===== config.mk =====
export PLATFORM = sky130hd
export DESIGN_NAME = ptcalc_mul_sxu_pipe
export DESIGN_NICKNAME = d
export VERILOG_FILES = /design/src/rtl/ptcalc_mul_pkg.sv /design/src/rtl/ptcalc_mul_round_sat.sv /design/src/rtl/ptcalc_mul_sxu_pipe.sv
export SDC_FILE = /design/constraint.sdc
export NUM_CORES = 1
export LEC_CHECK = 0
export ABC_AREA = 1
export BUFFER_PORTS_ARGS = -buffer_cell sky130_fd_sc_hd__clkbuf_2
export CORE_MARGIN = 8
export CORE_UTILIZATION = 52
export CTS_BUF_LIST = sky130_fd_sc_hd__clkbuf_4 sky130_fd_sc_hd__clkbuf_8 sky130_fd_sc_hd__clkbuf_16
export CTS_CLUSTER_DIAMETER = 30
export CTS_CLUSTER_SIZE = 20
export DETAILED_ROUTE_END_ITERATION = 8
export PLACE_DENSITY = 0.77
export SLEW_MARGIN = 25
export SYNTH_ARGS = -nofsm -noshare
export SYNTH_HDL_FRONTEND = slang
export SYNTH_SLANG_ARGS = --single-unit

===== constraint.sdc =====
create_clock -name clk -period 4.3 [get_ports clk]
set_clock_uncertainty 0.2 [all_clocks]
set_input_delay 0 -clock clk [delete_from_list [all_inputs] [get_ports clk]]
set_output_delay 0 -clock clk [all_outputs]
set_load 0.005 [all_outputs]

===== src/rtl/ptcalc_mul_pkg.sv =====
// Shared types and helpers for the pT-calc signed x unsigned multiplier family.
// Latency: none (declarations only).
// Backpressure: not applicable.
package ptcalc_mul_pkg;

  // Default operand widths of the original 8s x 15u multiplier.
  localparam int A_W_DFLT = 8;
  localparam int B_W_DFLT = 15;

  // Exact product width for the default operands: the unsigned operand gains a
  // zero sign bit, so A_W + (B_W + 1) bits hold every product.
  localparam int FULL_W = A_W_DFLT + B_W_DFLT + 1;

  // Working width of the saturation helper. Values are sign-extended into it,
  // so any datapath up to this width can share the function.
  localparam int SAT_MAX_W = 64;

  typedef struct packed {
    logic                        ovf;
    logic signed [SAT_MAX_W-1:0] val;
  } sat_t;

  // Clamp a signed value to the signed range of 'width' bits.
  // ovf is set whenever clamping was needed.
  function automatic sat_t sat_signed(input logic signed [SAT_MAX_W-1:0] value,
                                      input int                          width);
    sat_t                        res;
    logic signed [SAT_MAX_W-1:0] hi;
    logic signed [SAT_MAX_W-1:0] lo;
    hi = (64'sd1 <<< (width - 1)) - 64'sd1;
    lo = ~hi;
    res.ovf = 1'b0;
    res.val = value;
    if (value > hi) begin
      res.ovf = 1'b1;
      res.val = hi;
    end else if (value < lo) begin
      res.ovf = 1'b1;
      res.val = lo;
    end
    return res;
  endfunction

endpackage


===== src/rtl/ptcalc_mul_round_sat.sv =====
// Round (half up) or truncate, arithmetic right shift, then saturate or wrap a full product.
// Latency: 0 cycles (purely combinational).
// Backpressure: none; the caller decides when the result is registered.
module ptcalc_mul_round_sat
  import ptcalc_mul_pkg::*;
#(
  parameter int FULL_W   = A_W_DFLT + B_W_DFLT + 1,
  parameter int P_W      = 22,
  parameter int SHIFT    = 0,
  parameter int ROUND_EN = 1,
  parameter int SAT_EN   = 1
) (
  input  logic signed [FULL_W-1:0] prod,
  output logic signed [P_W-1:0]    dout,
  output logic                     ovf
);

  // One extra bit so adding the rounding constant can never overflow.
  localparam int R_W = FULL_W + 1;

  logic signed [R_W-1:0]       rnd;
  logic signed [R_W-1:0]       shf;
  logic signed [SAT_MAX_W-1:0] shf_ext;
  sat_t                        sat_res;

  generate
    if (ROUND_EN != 0 && SHIFT > 0) begin : g_round
      // Half an output LSB, so the floor shift below becomes round-half-up.
      localparam logic signed [R_W-1:0] HALF = R_W'(1) << (SHIFT - 1);
      assign rnd = R_W'(prod) + HALF;
    end else begin : g_trunc
      assign rnd = R_W'(prod);
    end
  endgenerate

  assign shf     = rnd >>> SHIFT;
  assign shf_ext = SAT_MAX_W'(shf);

  // Range check is always evaluated: ovf flags out-of-range beats in both modes,
  // only the data path differs between clamping and keeping the low bits.
  always_comb begin
    sat_res = sat_signed(shf_ext, P_W);
    ovf     = sat_res.ovf;
    dout    = P_W'((SAT_EN != 0) ? sat_res.val : shf_ext);
  end

endmodule


===== src/rtl/ptcalc_mul_sxu_pipe.sv =====
// Pipelined signed x unsigned multiply with round/shift/saturate for the pT-calc datapath.
// Latency: NUM_STAGE cycles from accept to out_valid when the pipe keeps advancing.
// Backpressure: whole pipe advances only when ce=1 and the output slot is free or draining.
module ptcalc_mul_sxu_pipe
  import ptcalc_mul_pkg::*;
#(
  parameter int A_W       = A_W_DFLT,
  parameter int B_W       = B_W_DFLT,
  parameter int P_W       = 22,
  parameter int NUM_STAGE = 3,
  parameter int SHIFT     = 0,
  parameter int ROUND_EN  = 1,
  parameter int SAT_EN    = 1
) (
  input  logic                  clk,
  input  logic                  reset,
  input  logic                  ce,
  input  logic                  in_valid,
  output logic                  in_ready,
  input  logic signed [A_W-1:0] din0,
  input  logic        [B_W-1:0] din1,
  output logic                  out_valid,
  input  logic                  out_ready,
  output logic signed [P_W-1:0] dout,
  output logic                  ovf
);

  localparam int PROD_W = A_W + B_W + 1;

  logic                     adv;
  logic signed [PROD_W-1:0] mult;
  logic signed [PROD_W-1:0] rs_prod;
  logic                     rs_vld;
  logic signed [P_W-1:0]    rs_dout;
  logic                     rs_ovf;

  // A single advance enable for every stage: the pipe moves as one shift register,
  // so a stalled output freezes everything behind it and nothing is lost.
  assign adv      = ce & (~out_valid | out_ready);
  assign in_ready = adv;

  // din1 is unsigned: zero-extend before the signed multiply so it never reads as negative.
  assign mult = PROD_W'(din0) * $signed(PROD_W'(din1));

  generate
    if (NUM_STAGE == 1) begin : g_single
      // Single register: multiply and round/sat both feed the output register directly.
      // in_valid alone suffices because the register only loads when in_ready is high.
      assign rs_prod = mult;
      assign rs_vld  = in_valid;
    end else begin : g_chain
      localparam int DEPTH = NUM_STAGE - 1;

      logic [DEPTH-1:0]         vld;
      logic signed [PROD_W-1:0] prod [DEPTH];

      // Product pipeline: stage 0 is the multiplier register, later stages carry it unchanged.
      always_ff @(posedge clk) begin
        if (reset) begin
          vld <= '0;
          for (int i = 0; i < DEPTH; i++) prod[i] <= '0;
        end else if (adv) begin
          vld[0]  <= in_valid;
          prod[0] <= mult;
          for (int i = 1; i < DEPTH; i++) begin
            vld[i]  <= vld[i-1];
            prod[i] <= prod[i-1];
          end
        end
      end

      assign rs_prod = prod[DEPTH-1];
      assign rs_vld  = vld[DEPTH-1];
    end
  endgenerate

  ptcalc_mul_round_sat #(
    .FULL_W   (PROD_W),
    .P_W      (P_W),
    .SHIFT    (SHIFT),
    .ROUND_EN (ROUND_EN),
    .SAT_EN   (SAT_EN)
  ) u_round_sat (
    .prod (rs_prod),
    .dout (rs_dout),
    .ovf  (rs_ovf)
  );

  // Final stage: registers the rounded/saturated result; holds while stalled or ce is low.
  always_ff @(posedge clk) begin
    if (reset) begin
      out_valid <= 1'b0;
      dout      <= '0;
      ovf       <= 1'b0;
    end else if (adv) begin
      out_valid <= rs_vld;
      dout      <= rs_dout;
      ovf       <= rs_ovf;
    end
  end

endmodule


Word-level counts from Yosys, hierarchy flattened --
Memory sizes are Yosys's and may differ from the RTL's. Index checks and enable logic that the tools add are counted.
Operators by class: $add $sub $neg 0, $mul 1, div/mod/pow operators 0, $lt $le $gt $ge 2, equal/unequal tests 0, shifts and indexed selects 0, muxes and demuxes 9, bitwise logic cells 5, reduce and logical (&&, ||, !) cells 0
Operators by type and width (count):
- 65-bit two-way mux | 2
- 24-bit two-way mux | 2
- 24-bit by 22-bit greater-than comparator with 1-bit output, second input constant | 1
- 24-bit by 22-bit < comparator with 1-bit output, second input constant | 1
- 8-bit by 16-bit multiplier with 24-bit output | 1
- 1-bit two-way mux | 5
- 1-bit OR | 3
- 1-bit AND | 1
- 1-bit NOT | 1
Storage, ports and cells: register bits 26, latch bits 0, memory bits (writable) 48, bits in read-only memories 0, input port bits 28, output and inout bits 25, logic and storage cells 22, memories kept 1
Memory list:
- g_chain.prod | words 2, width 24, read ports 2, clocked after Yosys merged registers in 0, write ports 2, line ptcalc_mul_sxu_pipe.sv:55 | logic signed [PROD_W-1:0] prod [DEPTH];

Longest topological paths before layout --
depth after elaboration 7, mapped depth 23, depth with buffers taken out 22

Hierarchy --
Synthesis repeated with hierarchy kept, for this count alone.
Unflattened totals: cell total of the unflattened synthesis 974, area total of the unflattened synthesis 7427.1 µm²
Modules (own cells, without submodules):
- ptcalc_mul_sxu_pipe | instances 1, cells each 923, area an instance 7153.1 µm², seq. area each 1961.9 µm²
- ptcalc_mul_round_sat | instances 1, cells each 51, area an instance 274.0 µm², seq. area each 0.0 µm²

Worst setup path after synthesis --
No wires, ideal clock.
path kind input -> register, start point input port din0[7], end point memory g_chain.prod[0][20] (netlist bit) (data pin), data arrival time 3720 ps, required time 3845 ps, setup slack 125 ps, cell stages on the path 17, buffers on the path 1, path through inv_1 buf_1 nor2_1 fa_1 inv_1 fa_1 inv_1 fa_1 inv_1 fa_1 inv_1 ha_1 nand2_1 nor4_1 nand2_1 a21oi_1 nor2_1
RTL lines:
- start: declaration | line ptcalc_mul_sxu_pipe.sv:20 | input logic signed [A_W-1:0] din0,
- end: declaration | line ptcalc_mul_sxu_pipe.sv:55

==> impl_results.md <==
- Status: completed
- Filler instances: 1321
- Root buf cell: clkbuf_16
- Total die area: 18000 µm²
- Yosys reg bits: 74
- Critical Path RT: 4180 ps
- Max_cap viols: 0
- Final ANT Viol Nets: 0
- RePlAce Congestion: 0.883
- Max Fanout on Critical Path: 8
- Layout area overhead: 11.3%
- Placed Cells: 1147
- Area after DPL: 7720 µm²
- H-tree lvl count: 3
- Final period util: 93.9%
- CTS Buf Count: 9
- Die W: 134 µm
- Initial antenna violation count: 0
- Peak VDD IR: 274 µV
- R2r setup slk: 2190 ps
- Worst slew pin tran: 803 ps
- DR DRC count: 0
- Final setup fails: 0
- Initial drt markers: 200
- CTS tree: yes
- Hold path endpoint: g_chain.prod[0][0]
- Final hold vios: 0
- Clock buffer depth: 2
- GRT Total Usage: 16.8%
- Clock transition at path regs: 60 ps
- Pwr Density: 499 nW/µm²
- IO Pins: 53
- Yosys cell types: 33
- Area leader, netlist: fa_1
- Grt met2 use: 30.2%
- Post-synth top flop: edfxtp_1
- Routed WL: 14000 µm
- Fmax achieved: 248 MHz
- Most frequent cells in the layout: inv_1, nand2_1, fa_1, nor2_1, ha_1
- WP data arrival: 3920 ps
- Top cell type's share of synthesized area: 21.8%
- Register area share after synthesis: 27.1%
- Largest net degree at the start of global routing: 52
- Height of the die: 134 µm
- Vias in the first global route: 5648
- First-pass GRT wire length: 25000 µm
- Largest cells by area after synthesis: fa_1, edfxtp_1, inv_1
- Hpwl dp: 11100 µm
- DR WL/cell: 12.0 µm
- Layout cells sized above 1: 11.0%
- Post-Syn Nets: 1095
- Setup crit start: din0[7]
- Yosys warning total: 0
- Unrepaired setup endpoints after global routing: no
- Fraction of registers with async set/reset: 0%
- Hold Crit Start: din1[0]
- Setup TNS: 0 ps
- Sink Count: 74
- Hold Crit Class: in2reg
- GRT busiest layer: met2
- Worst-Skew Late Latency: 330 ps
- Layout Nets: 1147
- Cells on Worst Hold Path: 4
- GRT met3 Usage: 3.03%
- Core area: 13800 µm²
- Post-route insts no fill: 1168
- Crit. End Element: flip-flop
- Seq. cell area: 1960 µm²
- Period minus WS final: 4040 ps
- Post-route cell area: 8070 µm²
- Fin util: 58.6%
- RR Startpoint: out_valid
- Post-synth EDFFs: 48
- Standard-cell rows: 43
- Starting Density: 52.6%
- Vias per cell: 4.82
- Setup CP Type: in2reg
- Max-slew violations: 0
- Startpoint types: input pin
- Cell Area, Synth: 7250 µm²
- Worst rel slew slack: 46.4%
- Gr ovfl total: 0
- Cell count after synthesis: 931
- DR pass1 iterations: 5
- N_diodes: 0
- Static Leak: 4.74 nW
- IO buf count: 52
- R2R cell count: 8
- Critical R2R Capture: dout[19]
- Vias: 5632
- Most common cell after layout, fill and taps aside: inv_1
- GR met1 Demand/Resource: 19.7%
- Syn_area_per_cell: 7.78 µm²
- Multi-input gate area: 4120 µm²
stage by stage:
step                      power, mW  worst slack, ps  hold slack (ps)
after floorplan                2.63              125            -87.3
after global placement         3.29            -63.0             4.87
after detailed placement       3.32             -110             19.4
after CTS                      4.05              232             17.3
after global routing           4.49            0.194             37.7
final                          4.02              261             20.0
critical path, stage by stage:
cell	delay, ps
clkbuf_2	100
clkinvlp_4	140
buf_4	150
nor2_1	60
fa_1	550
inv_1	60
fa_1	540
inv_1	60
fa_1	540
inv_1	60
fa_1	520
inv_1	40
ha_1	330
buf_4	160
nand3_1	160
nor2_1	90
nor2_1	160
nand3_1	100
nand2_1	60
nor2_1	40
cell type report:
class                   instances  share of cell area, %
multi-input cells             551                   51.0
flip-flops and latches         74                   24.3
inverters                     271                   12.7
repair buffers                 76                   5.55
clock buffers                  11                   3.20
well taps                     180                   2.79
clock inverters                 5                  0.434
sequential cells by signal (all words and copies together) (netlist names):
name,count
g_chain.prod,48
ovf,1
out_valid,1
g_chain.vld,2
dout,22
layer usage:
| metal | share of wire (%) | vias up |
|---|---|---|
| met1 | 42 | 2643 |
| met2 | 51 | 118 |
| met3 | 4.1 | 31 |
| met4 | 2.4 | 0 |
| li1 | - | 2840 |
| met5 | 0 | - |
worst max path at each step:
stage	end	slack, ps	depth (start not counted)
3_5_place_dp	g_chain.prod[0][17]	-110	19
3_3_place_gp	g_chain.prod[0][17]	-60	18
2_1_floorplan	g_chain.prod[0][20]	120	17
4_1_cts	g_chain.prod[0][17]	230	19
6_report	g_chain.prod[0][17]	260	20
5_1_grt	g_chain.prod[0][16]	0.2	18
Yosys cell counts (4+ instances only):
cell type and number:
o21ai_0 26, clkbuf_1 26, ha_1 57, dfxtp_1 26
nand2_1 211, nand3_1 36, buf_2 5, inv_1 269
o21ai_1 6, a21oi_1 29, edfxtp_1 48, nor2_1 77
fa_1 79, nand3_2 4
where the power goes:
group / switching (mW) / internal (mW)
combinational: 1.45 / 0.927
sequential: 0.0327 / 0.897
clock: 0.281 / 0.433
what timing repair did:
item | CTS | global route
endpoints found under the hold margin | 12 | 0
hold buffers | 3 | 0
setup endpoints to repair | 0 | 5
gates resized for setup | 0 | 1
buffers inserted | 0 | 2
logic make-up after synthesis:
group	share of synthesized area [%]
adder cells (fa/ha/maj)	31.7
buffers and inverters	16.3
XOR/XNOR	0.121
flip-flops	27.1
AND/OR/NAND/NOR	19.8
AO/OA/AOI/OAI	5.02
Power figures use the tool's default switching activity.
